===== config.mk =====
export PLATFORM = sky130hd
export DESIGN_NAME = id_ex_stage
export DESIGN_NICKNAME = d
export VERILOG_FILES = /design/src/rtl/id_ex_stage.sv
export SDC_FILE = /design/constraint.sdc
export NUM_CORES = 1
export LEC_CHECK = 0
export BUFFER_PORTS_ARGS = -buffer_cell sky130_fd_sc_hd__buf_4
export CAP_MARGIN = 5
export CORE_MARGIN = 5
export CORE_UTILIZATION = 42
export CTS_CLUSTER_SIZE = 12
export DETAILED_ROUTE_END_ITERATION = 8
export PLACE_DENSITY = 0.89
export SLEW_MARGIN = 10
export SYNTH_ARGS = -nofsm -noshare
export SYNTH_HDL_FRONTEND = slang
export SYNTH_SLANG_ARGS = --single-unit

===== constraint.sdc =====
create_clock -name clk -period 2.13 [get_ports clk]
set_clock_uncertainty 0.2 [all_clocks]
set_input_delay 0.1065 -clock clk [delete_from_list [all_inputs] [get_ports clk]]
set_output_delay 0.1065 -clock clk [all_outputs]
set_load 0.005 [all_outputs]

===== src/rtl/id_ex_stage.sv =====
// Decode-to-execute pipeline register: captures decoded instruction and operands,
// bypasses same-cycle writeback, inserts load-use bubbles and honours backpressure/flush.
module id_ex_stage #(
    parameter int DWIDTH = 32,
    parameter int CWIDTH = 8
) (
    input  logic              clk,
    input  logic              rst,
    input  logic              id_valid,
    output logic              id_ready,
    input  logic [DWIDTH-1:0] id_pc,
    input  logic [4:0]        id_rs1_id,
    input  logic [4:0]        id_rs2_id,
    input  logic              id_use_rs1,
    input  logic              id_use_rs2,
    input  logic [4:0]        id_rd_id,
    input  logic [DWIDTH-1:0] id_imm,
    input  logic [CWIDTH-1:0] id_ctrl,
    input  logic [DWIDTH-1:0] rs1_data,
    input  logic [DWIDTH-1:0] rs2_data,
    input  logic              wb_we,
    input  logic [4:0]        wb_rd_id,
    input  logic [DWIDTH-1:0] wb_data,
    input  logic              ex_mem_read,
    input  logic              flush,
    input  logic              ex_ready,
    output logic              ex_valid,
    output logic [DWIDTH-1:0] ex_pc,
    output logic [DWIDTH-1:0] ex_imm,
    output logic [DWIDTH-1:0] ex_rs1_data,
    output logic [DWIDTH-1:0] ex_rs2_data,
    output logic [4:0]        ex_rs1_id,
    output logic [4:0]        ex_rs2_id,
    output logic [4:0]        ex_rd_id,
    output logic [CWIDTH-1:0] ex_ctrl,
    output logic [15:0]       stall_cnt
);

    logic              adv;
    logic              load_use;
    logic              accept;
    logic              wb_live;
    logic [DWIDTH-1:0] op1;
    logic [DWIDTH-1:0] op2;

    // id_ready must stay independent of rs*_data to keep the reg_file read path short.
    assign adv      = !ex_valid || ex_ready;
    assign load_use = id_valid && ex_valid && ex_mem_read && (ex_rd_id != 5'd0) &&
                      ((id_use_rs1 && (ex_rd_id == id_rs1_id)) ||
                       (id_use_rs2 && (ex_rd_id == id_rs2_id)));
    assign id_ready = adv && !load_use && !flush;
    assign accept   = adv && id_valid && id_ready;

    // reg_file does not qualify its own bypass with we, so x0 and we are checked here.
    assign wb_live  = wb_we && (wb_rd_id != 5'd0);
    assign op1      = (wb_live && (wb_rd_id == id_rs1_id)) ? wb_data : rs1_data;
    assign op2      = (wb_live && (wb_rd_id == id_rs2_id)) ? wb_data : rs2_data;

    // NOTE: sequential state uses non-blocking assignments so every register
    // samples the pre-edge values of its neighbours regardless of statement order.
    always_ff @(posedge clk or negedge rst) begin
        if (!rst) begin
            ex_valid    <= 1'b0;
            ex_pc       <= '0;
            ex_imm      <= '0;
            ex_rs1_data <= '0;
            ex_rs2_data <= '0;
            ex_rs1_id   <= '0;
            ex_rs2_id   <= '0;
            ex_rd_id    <= '0;
            ex_ctrl     <= '0;
        end else if (accept) begin
            ex_valid    <= 1'b1;
            ex_pc       <= id_pc;
            ex_imm      <= id_imm;
            ex_rs1_data <= op1;
            ex_rs2_data <= op2;
            ex_rs1_id   <= id_rs1_id;
            ex_rs2_id   <= id_rs2_id;
            ex_rd_id    <= id_rd_id;
            ex_ctrl     <= id_ctrl;
        end else if (adv) begin
            ex_valid <= 1'b0;
        end else begin
            // Held across an execute stall: pick up writebacks that land meanwhile.
            if (wb_live && (wb_rd_id == ex_rs1_id)) begin
                ex_rs1_data <= wb_data;
            end
            if (wb_live && (wb_rd_id == ex_rs2_id)) begin
                ex_rs2_data <= wb_data;
            end
        end
    end

    always_ff @(posedge clk or negedge rst) begin
        if (!rst) begin
            stall_cnt <= '0;
        end else if (load_use && adv && !flush && (stall_cnt != 16'hFFFF)) begin
            stall_cnt <= stall_cnt + 16'd1;
        end
    end

endmodule

==> metrics.csv, run 1 <==
stage,metric,value,unit
logic_synthesis,synth_most_common_cell,dfrtp_1,
timing,worst_slack,-0.310,ns
drt,vias,8645,
cts,clock-sinks,168,
floorplan,die_w,145,um
status,status,"complete, but fails checks",
drt,drc,0,
setup_path,required,2.21,ns
timing,rsz0062_at_grt,true,
final_layout,layout.cells.non_filler,1478,
cts,htree_levels,4,
logic_synthesis,async_flop_share,100,%
logic_synthesis,ys_ff_latch,168,
placed_design,hpwl,20800,um
setup_path,crit_path_end_kind,flop,
logic_synthesis,syn_area_per_cell,12.4,sq um
setup_path,ff2ff_setup_slack,-0.31,ns
timing,max_freq,0.410,GHz
power,power_density,728,nW/um^2
logic_synthesis,ys_seq_area_share,55.0,%
grt,grt_pass1_vias,9272,
setup_path,cp_data_arrival_time,2.52,ns
status,failed_checks,negative setup slack,
logic_synthesis,synthDistinctLibCells,38,
grt,overflow,0,
logic_synthesis,synth-edff-count,0,
setup_path,crit_end,ex_rs2_data[19],
drt,first_pass_iters,5,
timing,slew_viol_final,0,
power,switchingPower,3.27,mW
placed_design,portBuffers,365,
job,maxCapViolations,0,
cts,clk_path_buf_depth,2,
floorplan,dieArea,21000,sq um
final_layout,ff_latch_area,4210,sq um
final_layout,fillers,839,
grt,grt_start_max_net_pins,61,
placed_design,place_area,11200,sq um
final_layout,nNetsFinal,1433,
setup_path,cp-startpoint,ex_rd_id[4],
drt,routed_wl,39900,um
logic_synthesis,synth_area_leaders,"dfrtp_1 55%, mux2_2 13%, o32a_1 4.2%",
logic_synthesis,syn_inst,614,
power,peakVddDrop,0.000585,V
final_layout,final_util,83.0,%
power,leakage,6.72,nW
drt,drt_iter0_drc,615,
placed_design,place.gp.congestion,0.968,
timing,finalSetupViolCount,167,
timing,worst_pin_slew,0.621,ns
timing,finalCritPeriodShare,115,%
setup_path,critical_path_class,flop to flop,
logic_synthesis,synth_nets,812,
floorplan,die_h,145,um
cts,cts_tree,yes,
setup_path,rr_worst_depth,8,
timing,relSlewSlack,58.6,%
final_layout,area_growth,95.1,%
setup_path,crit_fanout,5,
power,clock_power_share,29.3,%
power,p_int,7.59,mW
floorplan,core-area,18000,sq um
floorplan,rows,49,
drt,wl_per_cell,27.0,um
logic_synthesis,synthFlopType,dfrtp_1,
logic_synthesis,synth_top_area_share,55.0,%
worst_hold_path,min_path_type,input pin to async pin,
setup_path,startpoint_type,flop,
logic_synthesis,synth_area_leader_cell,dfrtp_1,
drt,vias_per_cell,5.85,
cts,cts-root-buf,clkbuf_16,
logic_synthesis,ys.warnings.count,0,
cts,cts_made_buffers,17,
timing,finalHoldViolations,0,
grt,antenna_found_initial,0,
setup_path,r2r_end,ex_rs2_data[19],
final_layout,drive_gt1_share,56.0,%
floorplan,ios,366,
cts,clk-insertion-delay-late,0.43,ns
setup_path,rr_startpoint,ex_rd_id[4],
floorplan,start_util,42.5,%
drt,ant_nets,0,
timing,post-route-min-period,2.44,ns
grt,grt_usage,32.6,%
logic_synthesis,synth_common_cells,"168 x dfrtp_1, 88 x mux2_2, 43 x nor3_1",
placed_design,placed_cells,1225,
cts,path_clk_slew,0.07,ns
power,p_sw_share,30.1,%
grt,grt_pass1_wl,51800,um
final_layout,design_area,14900,sq um
final_layout,multi_input_area,3950,sq um
logic_synthesis,synth_area,7640,sq um
power,seqPwrFrac,38.9,%
power,combPwrFrac,31.8,%
state kept, by name, indices dropped and copies added (netlist names):
register and count:
ex_pc 32, ex_rs1_data 32, ex_imm 32, ex_rs2_data 32
ex_rd_id 5, ex_ctrl 8, ex_rs1_id 5, stall_cnt 16
ex_valid 1, ex_rs2_id 5
what timing repair did:
action,CTS,global route
pin swaps,13,63
hold buffers,185,0
gates resized for setup,65,135
endpoints found under the hold margin,320,0
gates cloned,5,7
endpoints found under the setup margin,164,169
setup buffers,17,10
kinds of logic (layout without fill, tap and decap cells):
family / Yosys count / count (layout) / share of synthesized area, %
fa+ha+maj: 1 / 1 / 0.164
flops: 168 / 168 / 55.0
mux: 88 / 88 / 13.0
compound gates: 110 / 110 / 12.0
other cells: 0 / 2 / 0
xor+xnor: 45 / 45 / 5.16
simple gates: 152 / 152 / 11.6
buf+inv: 50 / 683 / 3.10
stage by stage:
| step | setup slack [ns] | hold slack (ns) | TNS, ns | power (mW) |
|---|---|---|---|---|
| after floorplan | -0.00543 | -0.389 | -0.217 | 5.08 |
| after global placement | -0.167 | -0.0599 | -6.22 | 6.65 |
| after detailed placement | -0.188 | -0.0593 | -10.00 | 6.78 |
| after CTS | -0.159 | 0.0243 | -12.17 | 10.3 |
| after global routing | -0.422 | 0.0975 | -46.67 | 11.2 |
| final | -0.310 | 0.0808 | -35.09 | 10.9 |
area by class of cell:
type | count | area share (%)
repair buffers | 650 | 39.3
flip-flops and latches | 168 | 28.2
multi-input cells | 396 | 26.5
clock buffers | 18 | 2.95
well taps | 229 | 1.92
clock inverters | 13 | 0.974
inverters | 2 | 0.0504
diodes | 2 | 0.0336
how the worst min path moves through the flow:
stage          slack (ns)  cells after the start  start             to
6_report             0.08                      2    rst     ex_ctrl[4]
3_3_place_gp        -0.06                      1    rst     ex_ctrl[4]
3_5_place_dp        -0.06                      1    rst     ex_ctrl[4]
4_1_cts              0.02                      5  flush  stall_cnt[12]
2_1_floorplan       -0.39                      0    rst     ex_ctrl[0]
5_1_grt               0.1                      2    rst      ex_pc[27]
routing by layer:
metal  track usage, %  vias to the layer above  share of wire, %
met2             57.5                      680                51
met3             7.07                      190               8.6
met4             19.3                        0               5.9
met1             36.1                     4280                34
met5                0                        -                 0
li1                 -                     3495                 -
cell usage in the layout, fill, tap and decap left out, types with 3 or more instances in the layout:
master,instances
nand4_1,5
buf_8,5
nor3_2,40
xnor2_1,27
buf_16,3
dfrtp_1,167
clkinvlp_4,3
nor3_4,16
a211oi_1,26
buf_4,412
o32a_1,32
dlygate4sd3_1,185
inv_6,4
nor2_1,12
buf_6,20
o21a_1,32
nor2_4,17
clkbuf_16,24
nor4_4,5
mux2_2,48
nor3_1,17
nand2_1,14
buf_12,18
mux2_4,40
nor2_2,10
a211oi_2,6
a21oi_4,3
nand3_1,7
xor2_1,16
worst max-delay path: stages (launching register included):
cell and delay [ns]:
dfrtp_2 0.46, xnor2_2 0.21, nand4_1 0.23, o22ai_4 0.28, a21oi_4 0.15, buf_8 0.18, clkbuf_16 0.16, nor3_1 0.33
nor3_2 0.10
power by group through the flow:
stage                     clock, mW  sequential, mW  combinational, mW
after floorplan                   0            4.14              0.939
after global placement            0            4.11               2.54
after detailed placement          0            4.15               2.62
after CTS                      3.15            4.10               3.06
after global routing           3.32            4.26               3.59
final                          3.18            4.23               3.45
Power figures use the tool's default switching activity.
==> run 2, diff against run 1 <==
Settings changed: ABC_AREA set to 1, BUFFER_PORTS_ARGS -buffer_cell sky130_fd_sc_hd__buf_4 to -buffer_cell sky130_fd_sc_hd__buf_2, CORE_UTILIZATION 42 to 44, PLACE_DENSITY 0.89 to 0.9.
==> run 2 against run 1 <==
Compared with the run above: the run still ends with negative setup slack left; routed wire length rose by 0.68%; highest routed layer unchanged; critical endpoint is now ex_rd_id[3]; largest cell class unchanged; largest power group unchanged; total power shrank 9.6%; synthesized cell count grew 82%; via count is 30% higher; cell area down 8.7%; flip-flop and latch count unchanged.
==> metrics.csv, run 2 <==
stage,metric,value,unit,change
status,status,"complete, but fails checks",,
status,failed_checks,negative setup slack,,
power,switchingPower,3.32,mW,+1.7%
timing,slew_viol_final,0,,unchanged
logic_synthesis,synth-simple-area-share,34.5,%,+23 points
logic_synthesis,synth-edff-count,0,,unchanged
grt,grt_pass1_vias,10940,,+18%
timing,post-route-min-period,2.14,ns,-0.301 ns
logic_synthesis,synth_adder_area_share,0.147,%,-0.016 points
setup_path,startpoint_type,flop,,
logic_synthesis,synth_top_area_share,49.5,%,-5.5 points
setup_path,rr_worst_depth,13,,+5
final_layout,drive_gt1_share,29.7,%,-26 points
setup_path,crit_path_end_kind,flop,,
placed_design,place_area,10600,sq um,-5.1%
drt,drc,0,,unchanged
floorplan,core-area,18800,sq um,+4.8%
setup_path,crit_chain,inv_2 > nand2_2 > nand2_1 > nor2_1 > nand3_1 > nand2_2 > nand2_4 > nand2_4 > nor2_4 > buf_6 > buf_12 > nand2_1 > o21ai_2,,
power,power.total,9.81,mW,-9.6%
drt,ant_nets,0,,unchanged
timing,finalSetupViolCount,2,,-99%
grt,grt_usage,32.1,%,-0.50 points
final_layout,mostFrequentLayoutCells,"423 x nand2_1, 364 x buf_2, 193 x nand3_1, 186 x dlygate4sd3_1, 168 x dfrtp_1",,
final_layout,final_common_cell,nand2_1,,
placed_design,portBuffers,365,,unchanged
power,p_int,6.49,mW,-14%
worst_hold_path,min_path_type,input pin to flop,,
cts,path_clk_slew,0.08,ns,about the same
drt,wl_per_cell,20.7,um,-23%
power,power_density,721,nW/um^2,-1.0%
drt,vias,11196,,+30%
final_layout,nNetsFinal,1859,,+30%
timing,setup_tns,-0.00911,ns,+35.08 ns
setup_path,required,2.29,ns,+0.08 ns
floorplan,die_w,149,um,+2.8%
timing,finalHoldViolations,0,,unchanged
timing,relSlewSlack,67.8,%,+9.2 points
floorplan,ios,366,,unchanged
placed_design,place.gp.congestion,0.984,,+1.7%
final_layout,final_util,72.3,%,-11 points
logic_synthesis,synth_top_family_by_area,simple AND/OR/NAND/NOR gates,,
logic_synthesis,synth_area,8490,sq um,+11%
logic_synthesis,synth_area_leader_cell,dfrtp_1,,
logic_synthesis,synth-compound-area-share,5.04,%,-7.0 points
worst_hold_path,holdPathStages,7,,
logic_synthesis,synth_common_cells,"445 x nand2_1, 205 x nand3_1, 168 x dfrtp_1",,
power,seqPwrFrac,41.6,%,+2.7 points
logic_synthesis,synth_nets,1317,,+62%
drt,vias_per_cell,5.77,,-1.3%
placed_design,hpwl,20600,um,-0.85%
logic_synthesis,ys_seq_area_share,49.5,%,-5.5 points
setup_path,cp.depth,13,,+5
logic_synthesis,async_flop_share,100,%,unchanged
power,leakage,7.42,nW,+10%
timing,max_freq,0.468,GHz,+14%
setup_path,critical_path_class,flop to flop,,
power,peakVddDrop,0.000597,V,+2.0%
cts,clock-sinks,168,,unchanged
power,combPwrFrac,25.7,%,-6.1 points
floorplan,dieArea,22200,sq um,+5.6%
timing,worst_pin_slew,0.483,ns,-0.138 ns
cts,cts-root-buf,clkbuf_16,,
cts,cts_made_buffers,17,,unchanged
grt,overflow,0,,unchanged
timing,worst_slack,-0.00852,ns,+0.301 ns
logic_synthesis,syn_inst,1119,,+82%
final_layout,design_area,13600,sq um,-8.7%
final_layout,area_growth,60.4,%,
drt,first_pass_iters,7,,+2
floorplan,start_util,45.1,%,+2.5 points
setup_path,worst-path-buf-inv,3,,+1
floorplan,rows,50,,+2.0%
cts,clk-insertion-delay-late,0.43,ns,about the same
logic_synthesis,syn_area_per_cell,7.58,sq um,-39%
setup_path,cp_top_family,simple AND/OR/NAND/NOR gates,,
power,p_sw_share,33.9,%,+3.8 points
drt,routed_wl,40200,um,+0.68%
timing,rsz0062_at_grt,true,,
placed_design,preCtsSetupSlack,0.0605,ns,+0.249 ns
cts,htree_levels,4,,unchanged
grt,grt_start_max_net_pins,85,,+39%
floorplan,die_h,149,um,+2.8%
setup_path,cp_data_arrival_time,2.29,ns,-0.23 ns
setup_path,crit_fanout,9,,+4
logic_synthesis,ys.warnings.count,0,,unchanged
logic_synthesis,synthFlopType,dfrtp_1,,
logic_synthesis,synth_area_leaders,"dfrtp_1 50%, nand2_1 20%, nand3_1 12%",,
logic_synthesis,synth_most_common_cell,nand2_1,,
timing,finalCritPeriodShare,100,%,-14 points
power,clock_power_share,32.7,%,+3.4 points
drt,drt_iter0_drc,1263,,+110%
grt,antenna_found_initial,5,,+5
logic_synthesis,synth_xor_area_share,3.10,%,-2.1 points
logic_synthesis,synthDistinctLibCells,24,,-37%
logic_synthesis,ys_ff_latch,168,,unchanged
setup_path,slowest_stage,dfrtp_1,,
grt,grt_pass1_wl,57200,um,+10%
logic_synthesis,synth_mux_area_share,0,%,-13 points
job,maxCapViolations,0,,unchanged
cts,cts_tree,yes,,
cts,clk_path_buf_depth,2,,unchanged
setup_path,max_stage_delay,0.42,ns,-0.04 ns
run 2: changes by cell type after synthesis, sizes merged, moves of 20 or more:
| cell | delta |
|---|---|
| nand2 | +435 |
| clkbuf | -20 |
| o32a | -32 |
| o21a | -31 |
| mux2 | -88 |
| inv | +65 |
| o21ai | +84 |
| nor3 | -69 |
| nand3 | +200 |
| buf | +44 |
| a211oi | -33 |
run 2: cell families after synthesis:
logic type | Yosys count
adders and majority gates | 1
and+or+nand+nor | 696
xor gates and xnor gates | 30
DFF | 168
buffers and inverters | 139
AOI/OAI and AO/OA | 85
run 2: path summary, 6_finish.rpt:
check,start,slack (ns),end
setup / recovery,ex_rd_id[3],-0.009,ex_rd_id[3]
hold / removal,flush,0.07,stall_cnt[12]
setup reg to reg,ex_rd_id[3],-0.009,ex_rd_id[3]
hold reg to reg,ex_imm[27],0.28,ex_imm[27]
max in group asynchronous,rst,0.45,ex_pc[14]
min in group asynchronous,rst,0.57,ex_ctrl[2]
run 2: area by class of cell:
class	instances	area, sq um
clock buffers	17	425
flip-flops and latches	168	4200
multi-input cells	812	3790
diodes	5	12.5
repair buffers	595	4390
inverters	67	251
well taps	260	325
clock inverters	15	206
fillers	1162	5220
run 2: metal layers:
layer  up-vias  track usage [%]  wire length [um]
met3       311             10.7              5820
met5         -                0                 0
met2      1183             52.1             18500
met1      5027             36.4             12900
li1       4675                -                 -
met4         0             20.6              3020
run 2: worst min-delay path, cell delays in order:
cell and delay (ns):
buf_2 0.08, nor2_2 0.07, o21a_1 0.14, nand2_2 0.10, nor2_1 0.05, nand2_1 0.06, nand2_1 0.05
run 2: timing repair:
action,CTS,global route
setup buffers,0,7
hold buffers,186,0
hold endpoints to repair,320,0
gates resized for setup,0,56
setup endpoints to repair,0,149
run 2: power groups by stage:
| stage | combinational, mW | sequential (mW) | clock [mW] |
|---|---|---|---|
| 2_1_floorplan | 0.792 | 4.09 | 0 |
| 3_3_place_gp | 1.87 | 4.05 | 0 |
| 3_5_place_dp | 1.94 | 4.07 | 0 |
| 4_1_cts | 2.21 | 4.02 | 3.26 |
| 5_1_grt | 2.72 | 4.11 | 3.38 |
| 6_report | 2.52 | 4.08 | 3.21 |
run 2: stage by stage:
step	hold slack (ns)	std cells
3_5_place_dp	-0.115	1698
5_1_grt	0.0990	1939
6_report	0.0723	1939
4_1_cts	0.0621	1916
2_1_floorplan	-0.389	1119
3_3_place_gp	-0.116	1698
